==> config.mk <==
export PLATFORM = sky130hd
export DESIGN_NAME = sev_seg_scan_ctrl_flat
export DESIGN_NICKNAME = d
export VERILOG_FILES = /design/src/rtl/sev_seg_scan_ctrl_if.sv /design/src/rtl/sev_seg_scan_ctrl.sv /design/src/flat_wrapper.sv
export SDC_FILE = /design/constraint.sdc
export NUM_CORES = 1
export LEC_CHECK = 0
export BUFFER_PORTS_ARGS = -buffer_cell sky130_fd_sc_hd__buf_2
export CAP_MARGIN = 20
export CORE_UTILIZATION = 44
export CTS_CLUSTER_SIZE = 28
export DETAILED_ROUTE_END_ITERATION = 6
export SYNTH_ARGS = -nofsm -noshare
export SYNTH_HDL_FRONTEND = slang
export SYNTH_SLANG_ARGS = --single-unit
==> constraint.sdc <==
create_clock -name clk -period 2.9 [get_ports clk]
set_clock_uncertainty 0.1 [all_clocks]
set_input_delay 0.29 -clock clk [delete_from_list [all_inputs] [get_ports clk]]
set_output_delay 0.29 -clock clk [all_outputs]
set_load 0.005 [all_outputs]
==> src/rtl/sev_seg_scan_ctrl_if.sv <==
// Bus bundle for the seven-segment scan controller: display data in, drive pins out.
interface sev_seg_scan_ctrl_if #(
    parameter int unsigned NUM_DIGITS = 4
);
    logic [4*NUM_DIGITS-1:0] digits;
    logic [NUM_DIGITS-1:0]   dp_in;
    logic [NUM_DIGITS-1:0]   digit_en;
    logic                    lz_blank;
    logic [7:0]              sev_seg_leds;
    logic [NUM_DIGITS-1:0]   led_enable;
    logic                    frame_tick;

    modport master (
        output digits, dp_in, digit_en, lz_blank,
        input  sev_seg_leds, led_enable, frame_tick
    );

    modport slave (
        input  digits, dp_in, digit_en, lz_blank,
        output sev_seg_leds, led_enable, frame_tick
    );
endinterface

==> src/rtl/sev_seg_scan_ctrl.sv <==
// Multiplexed seven-segment scan controller with per-frame shadowing of display
// data, anti-ghosting guard cycles, per-digit enable and leading-zero blanking.
module sev_seg_scan_ctrl #(
    parameter int unsigned NUM_DIGITS   = 4,
    parameter int unsigned REFRESH_DIV  = 50000,
    parameter int unsigned BLANK_CYCLES = 4
) (
    input  logic               clk,
    input  logic               reset,
    sev_seg_scan_ctrl_if.slave bus
);
    localparam int unsigned PW = $clog2(REFRESH_DIV);
    localparam int unsigned IW = (NUM_DIGITS > 1) ? $clog2(NUM_DIGITS) : 1;
    localparam int unsigned DW = 4 * NUM_DIGITS;

    // Scan state
    logic [PW-1:0]         r_pcnt;
    logic [IW-1:0]         r_idx;

    // Shadow copies, refreshed once per frame
    logic [DW-1:0]         r_sh_digits;
    logic [NUM_DIGITS-1:0] r_sh_dp;
    logic [NUM_DIGITS-1:0] r_sh_en;
    logic                  r_sh_lz;

    // Registered outputs
    logic [7:0]            r_seg;
    logic [NUM_DIGITS-1:0] r_en;
    logic                  r_tick;

    // Combinational next-state / output terms
    logic                  w_slot_end;
    logic                  w_frame_end;
    logic                  w_load;
    logic [PW-1:0]         w_pcnt_nxt;
    logic [IW-1:0]         w_idx_nxt;
    logic [NUM_DIGITS-1:0] w_lz_dark;
    logic                  w_zero_run;
    logic [3:0]            w_nib;
    logic                  w_dp;
    logic                  w_on;
    logic                  w_guard;
    logic [7:0]            w_seg_nxt;
    logic [NUM_DIGITS-1:0] w_en_nxt;

    // Hex nibble to active-low {g,f,e,d,c,b,a}
    function automatic logic [6:0] hex7(input logic [3:0] nib);
        logic [6:0] seg;
        case (nib)
            4'h0: seg = 7'h40;
            4'h1: seg = 7'h79;
            4'h2: seg = 7'h24;
            4'h3: seg = 7'h30;
            4'h4: seg = 7'h19;
            4'h5: seg = 7'h12;
            4'h6: seg = 7'h02;
            4'h7: seg = 7'h78;
            4'h8: seg = 7'h00;
            4'h9: seg = 7'h10;
            4'hA: seg = 7'h08;
            4'hB: seg = 7'h03;
            4'hC: seg = 7'h46;
            4'hD: seg = 7'h21;
            4'hE: seg = 7'h06;
            4'hF: seg = 7'h0E;
            default: seg = 7'h7F;
        endcase
        return seg;
    endfunction

    // Prescaler and digit-index next state; shadow load at the last cycle of a frame
    always_comb begin
        w_slot_end  = (r_pcnt == PW'(REFRESH_DIV - 1));
        w_frame_end = (r_idx == IW'(NUM_DIGITS - 1));
        w_load      = w_slot_end && w_frame_end;
        w_pcnt_nxt  = r_pcnt + PW'(1);
        w_idx_nxt   = r_idx;
        if (w_slot_end) begin
            w_pcnt_nxt = '0;
            w_idx_nxt  = w_frame_end ? '0 : r_idx + IW'(1);
        end
    end

    // Leading-zero blanking: digit k dark when it and everything above it is zero
    always_comb begin
        w_lz_dark  = '0;
        w_zero_run = 1'b1;
        for (int k = NUM_DIGITS - 1; k >= 0; k--) begin
            w_zero_run = w_zero_run && (r_sh_digits[4*k +: 4] == 4'h0);
            if (k > 0) begin
                w_lz_dark[k] = r_sh_lz && w_zero_run && !r_sh_dp[k];
            end
        end
    end

    // Select the active digit and form the next segment / anode drive
    always_comb begin
        w_nib     = '0;
        w_dp      = 1'b0;
        w_on      = 1'b0;
        w_en_nxt  = '1;
        w_seg_nxt = 8'hFF;
        for (int k = 0; k < NUM_DIGITS; k++) begin
            if (r_idx == IW'(k)) begin
                w_nib = r_sh_digits[4*k +: 4];
                w_dp  = r_sh_dp[k];
                w_on  = r_sh_en[k] && !w_lz_dark[k];
            end
        end
        w_guard = (r_pcnt < PW'(BLANK_CYCLES));
        if (!w_guard && w_on) begin
            for (int k = 0; k < NUM_DIGITS; k++) begin
                w_en_nxt[k] = (r_idx != IW'(k));
            end
            w_seg_nxt = {~w_dp, hex7(w_nib)};
        end
    end

    // State, shadow and output registers; reset reloads shadows from the live inputs
    always_ff @(posedge clk) begin
        if (reset) begin
            r_pcnt      <= '0;
            r_idx       <= '0;
            r_sh_digits <= bus.digits;
            r_sh_dp     <= bus.dp_in;
            r_sh_en     <= bus.digit_en;
            r_sh_lz     <= bus.lz_blank;
            r_seg       <= 8'hFF;
            r_en        <= '1;
            r_tick      <= 1'b0;
        end else begin
            r_pcnt <= w_pcnt_nxt;
            r_idx  <= w_idx_nxt;
            if (w_load) begin
                r_sh_digits <= bus.digits;
                r_sh_dp     <= bus.dp_in;
                r_sh_en     <= bus.digit_en;
                r_sh_lz     <= bus.lz_blank;
            end
            r_seg  <= w_seg_nxt;
            r_en   <= w_en_nxt;
            r_tick <= w_load;
        end
    end

    assign bus.sev_seg_leds = r_seg;
    assign bus.led_enable   = r_en;
    assign bus.frame_tick   = r_tick;
endmodule

==> src/flat_wrapper.sv <==
// flat-port wrapper written by rule: the top's interface ports become plain ports
module sev_seg_scan_ctrl_flat 
#(
    parameter int unsigned NUM_DIGITS   = 4,
    parameter int unsigned REFRESH_DIV  = 50000,
    parameter int unsigned BLANK_CYCLES = 4
)
  (clk, reset, bus_digits, bus_dp_in, bus_digit_en, bus_lz_blank, bus_sev_seg_leds, bus_led_enable, bus_frame_tick);
  sev_seg_scan_ctrl_if #(.NUM_DIGITS(NUM_DIGITS)) bus_i ();
  input  logic clk;
  input  logic reset;
  input wire logic [$bits(bus_i.digits)-1:0] bus_digits;
  input wire logic [$bits(bus_i.dp_in)-1:0] bus_dp_in;
  input wire logic [$bits(bus_i.digit_en)-1:0] bus_digit_en;
  input wire logic [$bits(bus_i.lz_blank)-1:0] bus_lz_blank;
  output wire logic [$bits(bus_i.sev_seg_leds)-1:0] bus_sev_seg_leds;
  output wire logic [$bits(bus_i.led_enable)-1:0] bus_led_enable;
  output wire logic [$bits(bus_i.frame_tick)-1:0] bus_frame_tick;
  assign bus_i.digits = bus_digits;
  assign bus_i.dp_in = bus_dp_in;
  assign bus_i.digit_en = bus_digit_en;
  assign bus_i.lz_blank = bus_lz_blank;
  assign bus_sev_seg_leds = bus_i.sev_seg_leds;
  assign bus_led_enable = bus_i.led_enable;
  assign bus_frame_tick = bus_i.frame_tick;
  sev_seg_scan_ctrl #(.NUM_DIGITS(NUM_DIGITS), .REFRESH_DIV(REFRESH_DIV), .BLANK_CYCLES(BLANK_CYCLES)) u_core (.clk(clk), .reset(reset), .bus(bus_i));
endmodule
==> impl_metrics.json <==
{
  "status": "completed",
  "drt_iter0_markers": 28,
  "drc": 0,
  "ioPinCount": 40,
  "cts_root_buf": "clkbuf_8",
  "gr-total-overflow": 0,
  "p_leak_nw": 1.09,
  "io_buffer_count": 39,
  "met1Wirelength_microns": 2340,
  "syn_area_sq_um": 2520,
  "grt_pass1_vias": 1626,
  "holdCritPathClass": "in2reg",
  "period_needed_ns": 2.57,
  "nFillCells": 495,
  "rr_startpoint": "u_core.r_idx[1]$_SDFFE_PP0P_",
  "wl_microns": 4450,
  "dr.pass1.iters": 4,
  "fin_tns_setup_ns": 0,
  "reg2reg_to": "u_core.bus.sev_seg_leds[2]$_SDFF_PP1_",
  "setup-violations-final": 0,
  "cts_setup_buffers": 0,
  "cts_htree_levels": 2,
  "tightest_slew_ns": 0.983,
  "avgSynthCellArea_sq_um": 11.0,
  "critical_path_buf_inv_count": 0,
  "drv_slew": 0,
  "startpoint": "u_core.r_idx[1]$_SDFFE_PP0P_",
  "dieArea_sq_um": 6040,
  "holdBufCountCts": 0,
  "yosys.area.top_type_share_pct": 29.8,
  "diodes": 0,
  "via_per_inst": 5.11,
  "ctsResizeCount": 0,
  "holdWs_ns": 0.0481,
  "start_kind": "flop",
  "routed-via-count": 1767,
  "fin_nets": 311,
  "numCtsBuffers": 5,
  "switching_power_mw": 0.320,
  "critical-path-top-delay-family": "simple AND/OR/NAND/NOR gates",
  "synth_seq_cells": 56,
  "synth_cells": 230,
  "cts_tree": "done",
  "finalCritPeriodShare_pct": 88.6,
  "wl_met3_microns": 164,
  "core.rowCount": 27,
  "arrival_ns": 2.60,
  "crit_path_top_delay_cell": "nor3_2",
  "rsz0062_at_grt": "false",
  "crit_path_max_incr_delay_ns": 0.81,
  "clkLatencyLatePin_ns": 0.31,
  "ys_warn_count": 0,
  "combPwrFrac_pct": 6.4,
  "min_to": "u_core.r_sh_en[0]$_DFFE_PP_",
  "wl_per_cell_microns": 12.9,
  "dpl-instance-area_sq_um": 2790,
  "p_int_mw": 1.07,
  "worstHoldPathCells": 1,
  "fp.dieW_microns": 77.7,
  "seq_area_frac_synth_pct": 54.4,
  "groute.usage.overall_pct": 16.5,
  "netSwitchingFraction_pct": 23.1,
  "min-delay-start": "bus_digit_en[0]",
  "clockBufferDepth": 2,
  "clkTransAtPathRegs_ns": 0.10,
  "gp_congestion": 0.904,
  "drive_above_1_share_pct": 25.5,
  "maxCapViolations": 0,
  "worstSetupPathType": "reg2reg",
  "post-route-util_pct": 52.3,
  "dp_hpwl_microns": 3340,
  "hold_violations": 0,
  "final_cell_mix": "buf_2, dfxtp_1, edfxtp_1",
  "cts_sinks": 56,
  "r2r_slack_ns": 0.33,
  "die_h_microns": 77.7,
  "ys_types": 47,
  "final_common_cell": "buf_2",
  "ff2ff_path_depth": 6,
  "seqPwrFrac_pct": 62.5,
  "synth_top_area_cell": "edfxtp_1",
  "synthTopCellsByArea": "edfxtp_1, dfxtp_1, ha_1",
  "powerDensity_nw_per_um2": 481,
  "fin_area_sq_um": 2880,
  "grt_pass1_wl_microns": 7580,
  "crit_path_cell_trace": "ha_1 > nand2b_1 > or3_1 > o22ai_1 > nor3_2 > o311ai_0",
  "timing.fmax_mhz": 389,
  "dr_wl_met2_microns": 1840,
  "antenna_found_initial": 0,
  "top_layer": "met4",
  "max-slew-margin-rel_pct": 34.1,
  "cp_max_fo": 11,
  "power.share.clock_pct": 31.1,
  "synthesis.nets": 268,
  "initial_utilization_pct": 45.8,
  "areaGrowthSynthToFinish_pct": 14.3,
  "crit_required_ns": 2.93,
  "vdd_drop_max_mv": 0.274,
  "ant_nets": 0,
  "core_area_sq_um": 5510,
  "grt_max_degree": 26,
  "end_kind": "flop"
}
-- power groups by stage --
| stage | Combinational (mW) | Clock, mW | Sequential [mW] |
|---|---|---|---|
| finish | 0.0893 | 0.431 | 0.866 |
| global route | 0.102 | 0.482 | 0.869 |
| CTS | 0.0904 | 0.453 | 0.866 |
| detailed placement | 0.0900 | 0 | 0.884 |
| global placement | 0.0901 | 0 | 0.883 |
| floorplan | 0.0577 | 0 | 0.878 |
-- metal layers --
| metal | vias up | track usage (%) |
|---|---|---|
| met5 | - | 0 |
| met4 | 0 | 7.36 |
| met2 | 42 | 23.5 |
| li1 | 905 | - |
| met3 | 9 | 4.12 |
| met1 | 811 | 23.3 |
-- synth_stat cells (all sizes together) --
master and count:
a211o 2, a211oi 2, a21oi 8, a22oi 1, a31oi 1, and3 4
and3b 2, and4 1, buf 8, clkbuf 1, dfxtp 31, edfxtp 25
ha 11, inv 11, mux2 1, mux2i 2, nand2 19, nand2b 4
nand3 14, nand3b 5, nand4 6, nor2 23, nor2b 1, nor3 9
nor3b 1, nor4 3, o211ai 2, o21ai 5, o221a 1, o221ai 2
o22ai 3, o311ai 2, o31ai 1, or2 2, or3 1, or4 1
xnor2 7, xor2 7
-- through the flow --
step                      instances  power [mW]  setup slack [ns]
after CTS                       346        1.41             0.282
after floorplan                 230       0.935             0.615
after detailed placement        338       0.974             0.309
final                           346        1.39             0.331
after global routing            346        1.45             0.132
after global placement          338       0.974             0.350
-- registers in the layout, indices dropped and copies added, names as in the netlist --
| name | count |
|---|---|
| u_core.r_sh_digits | 16 |
| u_core.r_idx | 2 |
| u_core.bus.sev_seg_leds | 8 |
| u_core.r_sh_dp | 4 |
| u_core.r_sh_lz | 1 |
| u_core.r_pcnt | 16 |
| u_core.r_sh_en | 4 |
| u_core.bus.frame_tick | 1 |
| u_core.bus.led_enable | 4 |
-- worst register-to-register path, stage by stage (launching register included) --
cell and delay [ns]:
dfxtp_1 0.40, ha_1 0.31, nand2b_1 0.29, or3_1 0.15, o22ai_1 0.07, nor3_2 0.81, o311ai_0 0.27
-- worst max-delay path by stage --
| stage | end | slack, ns | cells after the start |
|---|---|---|---|
| finish | u_core.bus.sev_seg_leds[2]$_SDFF_PP1_ | 0.33 | 6 |
| floorplan | u_core.bus.sev_seg_leds[3]$_SDFF_PP1_ | 0.61 | 11 |
| global placement | u_core.bus.sev_seg_leds[2]$_SDFF_PP1_ | 0.35 | 6 |
| global route | u_core.bus.sev_seg_leds[2]$_SDFF_PP1_ | 0.13 | 6 |
| detailed placement | u_core.bus.sev_seg_leds[2]$_SDFF_PP1_ | 0.31 | 6 |
| CTS | u_core.bus.sev_seg_leds[2]$_SDFF_PP1_ | 0.28 | 6 |
-- final cells by class --
class                           count  area [sq um]  area share [%]
Sequential cell                    56          1370            47.6
Multi-Input combinational cell    154          1050            36.4
Timing Repair Buffer               45           240            8.34
Tap cell                           72          90.1            3.13
Clock buffer                        5          68.8            2.39
Inverter                           11          41.3            1.43
Clock inverter                      3          21.3           0.738
-- cells by family after synthesis --
group / after synthesis / synth area share (%)
mux: 3 / 1.24
fa+ha+maj: 11 / 5.46
simple gates: 96 / 20.1
compound gates: 30 / 9.73
xor+xnor: 14 / 4.86
buf+inv: 20 / 4.22
flops: 56 / 54.4
No activity file was read; power rests on OpenSTA's default activity.
